## config.mk

```make
export PLATFORM = sky130hd
export DESIGN_NAME = connect_four_render
export DESIGN_NICKNAME = d
export VERILOG_FILES = /design/src/rtl/connect_four_pkg.sv /design/src/rtl/connect_four_render_disc_mask.sv /design/src/rtl/connect_four_render.sv
export SDC_FILE = /design/constraint.sdc
export NUM_CORES = 1
export LEC_CHECK = 0
export CORE_AREA = 2 2 117 119
export CTS_BUF_LIST = sky130_fd_sc_hd__clkbuf_8
export CTS_CLUSTER_SIZE = 25
export DETAILED_ROUTE_END_ITERATION = 8
export DIE_AREA = 0 0 119 121
export GPL_TIMING_DRIVEN = 0
export PLACE_DENSITY = 0.82
export REMOVE_ABC_BUFFERS = 1
export SLEW_MARGIN = 10
export SYNTH_ARGS = -nofsm -noshare
export SYNTH_HDL_FRONTEND = slang
export SYNTH_SLANG_ARGS = --single-unit
```

## constraint.sdc

```tcl
create_clock -name clk -period 15.69 [get_ports clk]
set_clock_uncertainty 0.1 [all_clocks]
set_input_delay 2.3535 -clock clk [delete_from_list [all_inputs] [get_ports clk]]
set_output_delay 2.3535 -clock clk [all_outputs]
set_load 0.02 [all_outputs]
```

## src/rtl/connect_four_pkg.sv

```systemverilog
// Shared definitions for the Connect Four renderer: board geometry, cell codes,
// 8-bit RGB colour constants and the cell-to-bit-offset helper.
package connect_four_pkg;

   localparam int COLS = 7;
   localparam int ROWS = 6;

   // Two-bit cell codes; 2'b11 is unused and renders like an empty cell.
   typedef enum logic [1:0] {
      EMPTY = 2'b00,
      P1    = 2'b01,
      P2    = 2'b10
   } cell_e;

   // Colours packed as {r[2:0], g[2:0], b[1:0]}.
   localparam logic [7:0] C_BLACK  = 8'h00;
   localparam logic [7:0] C_BLUE   = 8'h03;
   localparam logic [7:0] C_RED    = 8'hE0;
   localparam logic [7:0] C_YELLOW = 8'hFC;

   // Bit offset of cell (c,r) inside the flat board vector, row 0 at the top.
   function automatic logic [6:0] cellOffset(input logic [2:0] c, input logic [2:0] r);
      return 7'((int'(r) * COLS + int'(c)) * 2);
   endfunction

endpackage

```

## src/rtl/connect_four_render_disc_mask.sv

```systemverilog
// Registered disc test: is the in-cell offset (ox, oy) strictly inside a circle
// of radius RADIUS centred in the cell?
module disc_mask
#(
   parameter int CELL_LOG2 = 6,
   parameter int RADIUS    = 28
)(
   input  logic                 clk,
   input  logic                 reset,
   input  logic [CELL_LOG2-1:0] ox_i,
   input  logic [CELL_LOG2-1:0] oy_i,
   output logic                 disc_o
);

   localparam int SQ_W = 2 * CELL_LOG2;
   localparam logic [CELL_LOG2-1:0] HALF = CELL_LOG2'(1 << (CELL_LOG2 - 1));
   localparam logic [SQ_W-1:0] RSQ = SQ_W'(RADIUS * RADIUS);

   logic [CELL_LOG2-1:0] ax;
   logic [CELL_LOG2-1:0] ay;
   logic [SQ_W-1:0]      distSq;
   logic                 disc_d;
   logic                 disc_q;

   // Squaring the magnitude of the centred offset is the same as squaring the
   // signed value, and keeps the whole sum in unsigned arithmetic.
   always_comb begin
      ax     = (ox_i >= HALF) ? (ox_i - HALF) : (HALF - ox_i);
      ay     = (oy_i >= HALF) ? (oy_i - HALF) : (HALF - oy_i);
      distSq = SQ_W'(ax) * SQ_W'(ax) + SQ_W'(ay) * SQ_W'(ay);
      disc_d = (distSq < RSQ);
   end

   // The compare result is registered so it lines up with the second pipeline stage.
   always_ff @(posedge clk) begin
      if (reset) begin
         disc_q <= 1'b0;
      end else begin
         disc_q <= disc_d;
      end
   end

   assign disc_o = disc_q;

endmodule

```

## src/rtl/connect_four_render.sv

```systemverilog
// Two-stage pixel renderer for the Connect Four board that sits right after the
// VGA sync generator. Syncs are delayed to stay aligned with the RGB pipeline.
module connect_four_render
   import connect_four_pkg::*;
#(
   parameter int X0           = 96,
   parameter int Y0           = 64,
   parameter int CELL_LOG2    = 6,
   parameter int RADIUS       = 28,
   parameter int BLINK_FRAMES = 30
)(
   input  logic        clk,
   input  logic        reset,
   input  logic        vga_h_sync_in,
   input  logic        vga_v_sync_in,
   input  logic        inDisplayArea,
   input  logic [9:0]  CounterX,
   input  logic [9:0]  CounterY,
   input  logic [83:0] board_state,
   input  logic [2:0]  cursor_col,
   input  logic        cur_player,
   output logic        vga_h_sync,
   output logic        vga_v_sync,
   output logic [2:0]  vga_r,
   output logic [2:0]  vga_g,
   output logic [1:0]  vga_b,
   output logic        frame_tick
);

   localparam int CELL    = 1 << CELL_LOG2;
   localparam int BOARD_W = COLS << CELL_LOG2;
   localparam int BOARD_H = ROWS << CELL_LOG2;
   localparam int CNT_W   = $clog2(BLINK_FRAMES);
   localparam logic [CNT_W-1:0] CNT_LAST = CNT_W'(BLINK_FRAMES - 1);

   // Sync delay line and frame bookkeeping.
   logic             hs1_q, hs2_q, vs1_q, vs2_q;
   logic             fall_d;
   logic             frameTick_q;
   logic [83:0]      snapshot_q;
   logic [CNT_W-1:0] frameCnt_q;
   logic             blink_q;

   // Stage 1 combinational terms.
   logic [10:0]          dx0, dy0, dyS;
   logic                 inBoard_d, inStrip_d, curHit_d;
   logic [2:0]           col_d, row_d;
   logic [CELL_LOG2-1:0] ox_d, oy_d;
   logic [83:0]          cellShift;
   logic [1:0]           cell_d;

   // Stage 1 and stage 2 registers.
   logic                 de1_q, inBoard1_q, inStrip1_q, curHit1_q, curPlayer1_q;
   logic [1:0]           cell1_q;
   logic [CELL_LOG2-1:0] ox1_q, oy1_q;
   logic                 de2_q, inBoard2_q, inStrip2_q, curHit2_q, curPlayer2_q;
   logic [1:0]           cell2_q;
   logic                 disc2;
   logic [7:0]           colour;

   // Two flops per sync so they leave with the pixel they belong to; a v-sync
   // fall is the live input low while the first delay stage still holds high.
   always_ff @(posedge clk) begin
      if (reset) begin
         hs1_q <= 1'b1;
         hs2_q <= 1'b1;
         vs1_q <= 1'b1;
         vs2_q <= 1'b1;
      end else begin
         hs1_q <= vga_h_sync_in;
         hs2_q <= hs1_q;
         vs1_q <= vga_v_sync_in;
         vs2_q <= vs1_q;
      end
   end

   assign fall_d = vs1_q & ~vga_v_sync_in;

   // Once per frame: pulse frame_tick, latch the board so a frame never shows
   // a half-applied move, and advance the cursor blink timer.
   always_ff @(posedge clk) begin
      if (reset) begin
         frameTick_q <= 1'b0;
         snapshot_q  <= '0;
         frameCnt_q  <= '0;
         blink_q     <= 1'b1;
      end else begin
         frameTick_q <= fall_d;
         if (fall_d) begin
            snapshot_q <= board_state;
            if (frameCnt_q == CNT_LAST) begin
               frameCnt_q <= '0;
               blink_q    <= ~blink_q;
            end else begin
               frameCnt_q <= frameCnt_q + 1'b1;
            end
         end
      end
   end

   // Board-relative coordinates. The differences are kept unsigned so a
   // negative offset wraps to a huge value and fails the range compare, which
   // stops pixels left of or above the board from aliasing into a cell.
   always_comb begin
      dx0       = {1'b0, CounterX} - 11'(X0);
      dy0       = {1'b0, CounterY} - 11'(Y0);
      dyS       = {1'b0, CounterY} - 11'(Y0 - CELL);
      inBoard_d = (dx0 < 11'(BOARD_W)) && (dy0 < 11'(BOARD_H));
      inStrip_d = (dx0 < 11'(BOARD_W)) && (dyS < 11'(CELL));
      col_d     = dx0[CELL_LOG2 +: 3];
      row_d     = dy0[CELL_LOG2 +: 3];
      ox_d      = dx0[CELL_LOG2-1:0];
      oy_d      = inStrip_d ? dyS[CELL_LOG2-1:0] : dy0[CELL_LOG2-1:0];
      cellShift = '0;
      cell_d    = EMPTY;
      if (inBoard_d) begin
         cellShift = snapshot_q >> cellOffset(col_d, row_d);
         cell_d    = cellShift[1:0];
      end
      curHit_d  = inStrip_d && (cursor_col < 3'(COLS)) && (col_d == cursor_col);
   end

   // Stage 1 register: geometry flags, looked-up cell code and in-cell offsets.
   always_ff @(posedge clk) begin
      if (reset) begin
         de1_q        <= 1'b0;
         inBoard1_q   <= 1'b0;
         inStrip1_q   <= 1'b0;
         curHit1_q    <= 1'b0;
         curPlayer1_q <= 1'b0;
         cell1_q      <= EMPTY;
         ox1_q        <= '0;
         oy1_q        <= '0;
      end else begin
         de1_q        <= inDisplayArea;
         inBoard1_q   <= inBoard_d;
         inStrip1_q   <= inStrip_d;
         curHit1_q    <= curHit_d;
         curPlayer1_q <= cur_player;
         cell1_q      <= cell_d;
         ox1_q        <= ox_d;
         oy1_q        <= oy_d;
      end
   end

   disc_mask #(
      .CELL_LOG2 (CELL_LOG2),
      .RADIUS    (RADIUS)
   ) u_disc_mask (
      .clk    (clk),
      .reset  (reset),
      .ox_i   (ox1_q),
      .oy_i   (oy1_q),
      .disc_o (disc2)
   );

   // Stage 2 register: carry the flags forward to meet the registered disc bit.
   always_ff @(posedge clk) begin
      if (reset) begin
         de2_q        <= 1'b0;
         inBoard2_q   <= 1'b0;
         inStrip2_q   <= 1'b0;
         curHit2_q    <= 1'b0;
         curPlayer2_q <= 1'b0;
         cell2_q      <= EMPTY;
      end else begin
         de2_q        <= de1_q;
         inBoard2_q   <= inBoard1_q;
         inStrip2_q   <= inStrip1_q;
         curHit2_q    <= curHit1_q;
         curPlayer2_q <= curPlayer1_q;
         cell2_q      <= cell1_q;
      end
   end

   // Colour priority: blanking, blue board frame, disc contents, then the cursor.
   always_comb begin
      colour = C_BLACK;
      if (!de2_q) begin
         colour = C_BLACK;
      end else if (inBoard2_q && !disc2) begin
         colour = C_BLUE;
      end else if (inBoard2_q) begin
         case (cell2_q)
            P1:      colour = C_RED;
            P2:      colour = C_YELLOW;
            default: colour = C_BLACK;
         endcase
      end else if (inStrip2_q && curHit2_q && disc2 && blink_q) begin
         colour = curPlayer2_q ? C_YELLOW : C_RED;
      end
   end

   assign {vga_r, vga_g, vga_b} = colour;
   assign vga_h_sync = hs2_q;
   assign vga_v_sync = vs2_q;
   assign frame_tick = frameTick_q;

endmodule

```

==> results_dict.tcl <==
set metrics [dict create \
    min_period_over_period_pct 42.15 \
    wl_per_cell_um 13.94 \
    worstPathMaxFanout 5 \
    dpl.hpwl_um 11170 \
    hold_depth 1 \
    place_congestion 0.8640 \
    finalHoldViolCount 0 \
    initial_utilization_pct 54.45 \
    htreeDepth 4 \
    min_period_ps 6613 \
    crit-reg2reg-capture "u_disc_mask.disc_o" \
    cts-hold-fix-buffers 0 \
    report.final.slew_viol_count 0 \
    worst_r2r_path_depth 21 \
    slew_headroom_pct 20.66 \
    critPathKind "flop to flop" \
    post-synth-top-area-cell "dfxtp_1" \
    wl_um 15530 \
    floorplan.core_area_um2 13090 \
    grtUsageTotal_pct 22.86 \
    ratio_of_cells_with_drive_above_1_in_the_final_layout_pct 6.610 \
    total_cts_buffers 17 \
    layout.cells.non_filler 1114 \
    unrepaired_setup_endpoints_after_global_routing "no" \
    path_buf_inv 5 \
    setup_viol 0 \
    setup_ws_ps 9077 \
    detail_route.first_pass.iterations 4 \
    ys_types 54 \
    grt_pass1_wl_um 26360 \
    ys.flop_type "dfxtp_1" \
    port_buffers 123 \
    final_cell_area_um2 8961 \
    max_freq_mhz 151.2 \
    post-cts-setup-buffers 0 \
    grt_pass1_vias 5681 \
    ff2ff_setup_slack_ps 9080 \
    worst_setup_path_end_kind "flop" \
    drt-initial-drc-count 239 \
    flow.area_growth_from_synthesis_pct 25.78 \
    tns_ps 0 \
    place_inst 1082 \
    floorplan.io_pins 124 \
    synth_cells 819 \
    clk_latency_worst_skew_pair_ps 430 \
    num_antenna_cells 0 \
    drc 0 \
    critPathLaunch "oy1_q[0]" \
    hold-path-endpoint "vga_h_sync" \
    tritoncts "yes" \
    ys_seq_area_share_pct 34.28 \
    cts.root.buffer_cell "clkbuf_8" \
    grt_antenna_before_repair 0 \
    power.ir.vdd_worst_mv 0.07523 \
    worst_ep_required_time_ps 15840 \
    num_rows 42 \
    floorplan.die.width_um 119 \
    critical-path-max-stage-delay_ps 770 \
    fraction_of_synthesized_cell_area_taken_by_the_top_area_cell_type_pct 34.28 \
    yosys_warnings 0 \
    largest_net_degree_at_the_start_of_global_routing 82 \
    floorplan.die_area_um2 14400 \
    crit_path_start_kind "flop" \
    syn-mean-instance-area_um2 8.699 \
    final_antenna_net_count 0 \
    static_leakage_nw 3.871 \
    nNetsFinal 1115 \
    r2r-start "oy1_q[0]" \
    cts.sinks 122 \
    number_of_synthesized_flops_with_an_enable_pin 0 \
    power_density_normalized_to_cell_area_nw_per_um2 129.0 \
    detailed_place.area_um2 8472 \
    synth.ff_latch_count 122 \
    drv_cap 0 \
    p_total_mw 1.156 \
    layout.filler_cells 1036 \
    synth.cell_area_um2 7124 \
    pre_cts_ws_ps 9047 \
    floorplan.die.height_um 121 \
    critPathArrivalTime_ps 6760 \
    cts-resized-gates 0 \
    max_slew.worst_pin.slew_ps 1190 \
    worst_hold_path_type "flop to flop" \
    critPathTopFamily "adder cells" \
    synth_top_cells_by_area "dfxtp_1 34%, nand2_1 10%, fa_1 9.6%, ha_1 7.6%, a21oi_1 7.2%" \
    run_status "finished, final reports clean" \
    clkTransAtPathRegs_ps 80 \
    cts.path.max_buffers 2 \
    cp_slowest_cell "a2111oi_0" \
    detail_route.vias_per_cell 5.145 \
    finalHoldWorstSlack_ps 317.6 \
    worst_path_most_repeated_cell "fa_1" \
    utilization_after_layout_pct 68.48 \
    async_reset_ff_share_pct 0 \
    worst_hold_startpoint "hs1_q" \
    globalRouteOverflowTotal 0 \
    path_cells "inv_1 > ha_1 > a21oi_1 > xnor2_1 > nor2_1 > inv_1 > fa_1 > fa_1 > inv_1 > fa_1 > inv_1 > fa_1 > fa_1 > inv_1 > fa_1 > a21o_1 > a21oi_1 > o21bai_1 > a21oi_1 > xnor2_1 > a2111oi_0" \
    dr_total_vias 5731 \
]
-- worst max path at each step --
stage                              end  slack, ps  cells after the start
finish              u_disc_mask.disc_o       9080                     21
global route        u_disc_mask.disc_o       8620                     21
CTS                 u_disc_mask.disc_o       8960                     21
detailed placement  u_disc_mask.disc_o       9050                     21
global placement         frameCnt_q[3]       8060                      5
floorplan                frameCnt_q[3]       9950                      4
-- cell usage in the layout (no fill, tap or decap), types with 5 or more instances in the layout --
cell type,instances
or2_2,6
xor2_1,13
inv_1,81
ha_1,43
fa_1,34
mux2i_1,10
dfxtp_1,122
clkbuf_8,18
mux4_2,8
conb_1,5
nand2_1,194
a21oi_1,102
bufinv_16,6
nor3_1,8
nor2_1,41
xnor2_1,17
nor2b_1,23
mux4_1,11
clkdlybuf4s50_1,122
-- layer usage --
layer  up-vias  GRT usage [%]  wire length [um]
li1       2873              -                 -
met1      2689          28.02              6545
met2       147          40.70              8073
met3        22          4.558               722
met4         0          6.845               191
met5         -              0                 0
-- registers in the layout, indices dropped and copies added, names as in the netlist, 2 cells and up --
name,flops
cell1_q,2
cell2_q,2
frameCnt_q,5
ox1_q,6
oy1_q,6
snapshot_q,84
-- layout make-up --
cell class	count	area (um^2)	share of cell area, %
Clock buffer	18	247.7	2.765
Multi-Input combinational cell	576	4174	46.58
Clock inverter	14	241.5	2.695
Tap cell	176	220.2	2.457
Timing Repair Buffer	127	1331	14.86
Inverter	81	304.0	3.393
Sequential cell	122	2442	27.25
-- power breakdown --
part | switching [mW] | internal (mW)
Clock | 0.130 | 0.211
Sequential | 0.00936 | 0.327
Combinational | 0.263 | 0.216
-- kinds of logic after synthesis --
kind of cell,share of synthesized area [%]
other,0.1054
buffers and inverters,7.499
flip-flops,34.28
adder cells (fa/ha/maj),17.11
AO/OA/AOI/OAI,10.75
AND/OR/NAND/NOR,17.72
XOR/XNOR,4.233
multiplexers,8.307
-- synth_stat cells (all sizes together) (2+ instances only) --
library cell and number:
and2 2, clkbuf 30, or2 6, mux2 2
o21bai 2, mux2i 10, dfxtp 122, nor2 42
xnor2 17, a21o 4, o31ai 4, ha 43
a31oi 2, inv 81, o21ai 4, nand2 194
nor3 10, nand4 4, or3 3, nand2b 5
a31o 2, nor2b 23, xor2 14, mux4 19
a21oi 102, nand3 3, o211ai 4, fa 34
conb 2, buf 13
Note: power is estimated with default switching activity, not from simulation.
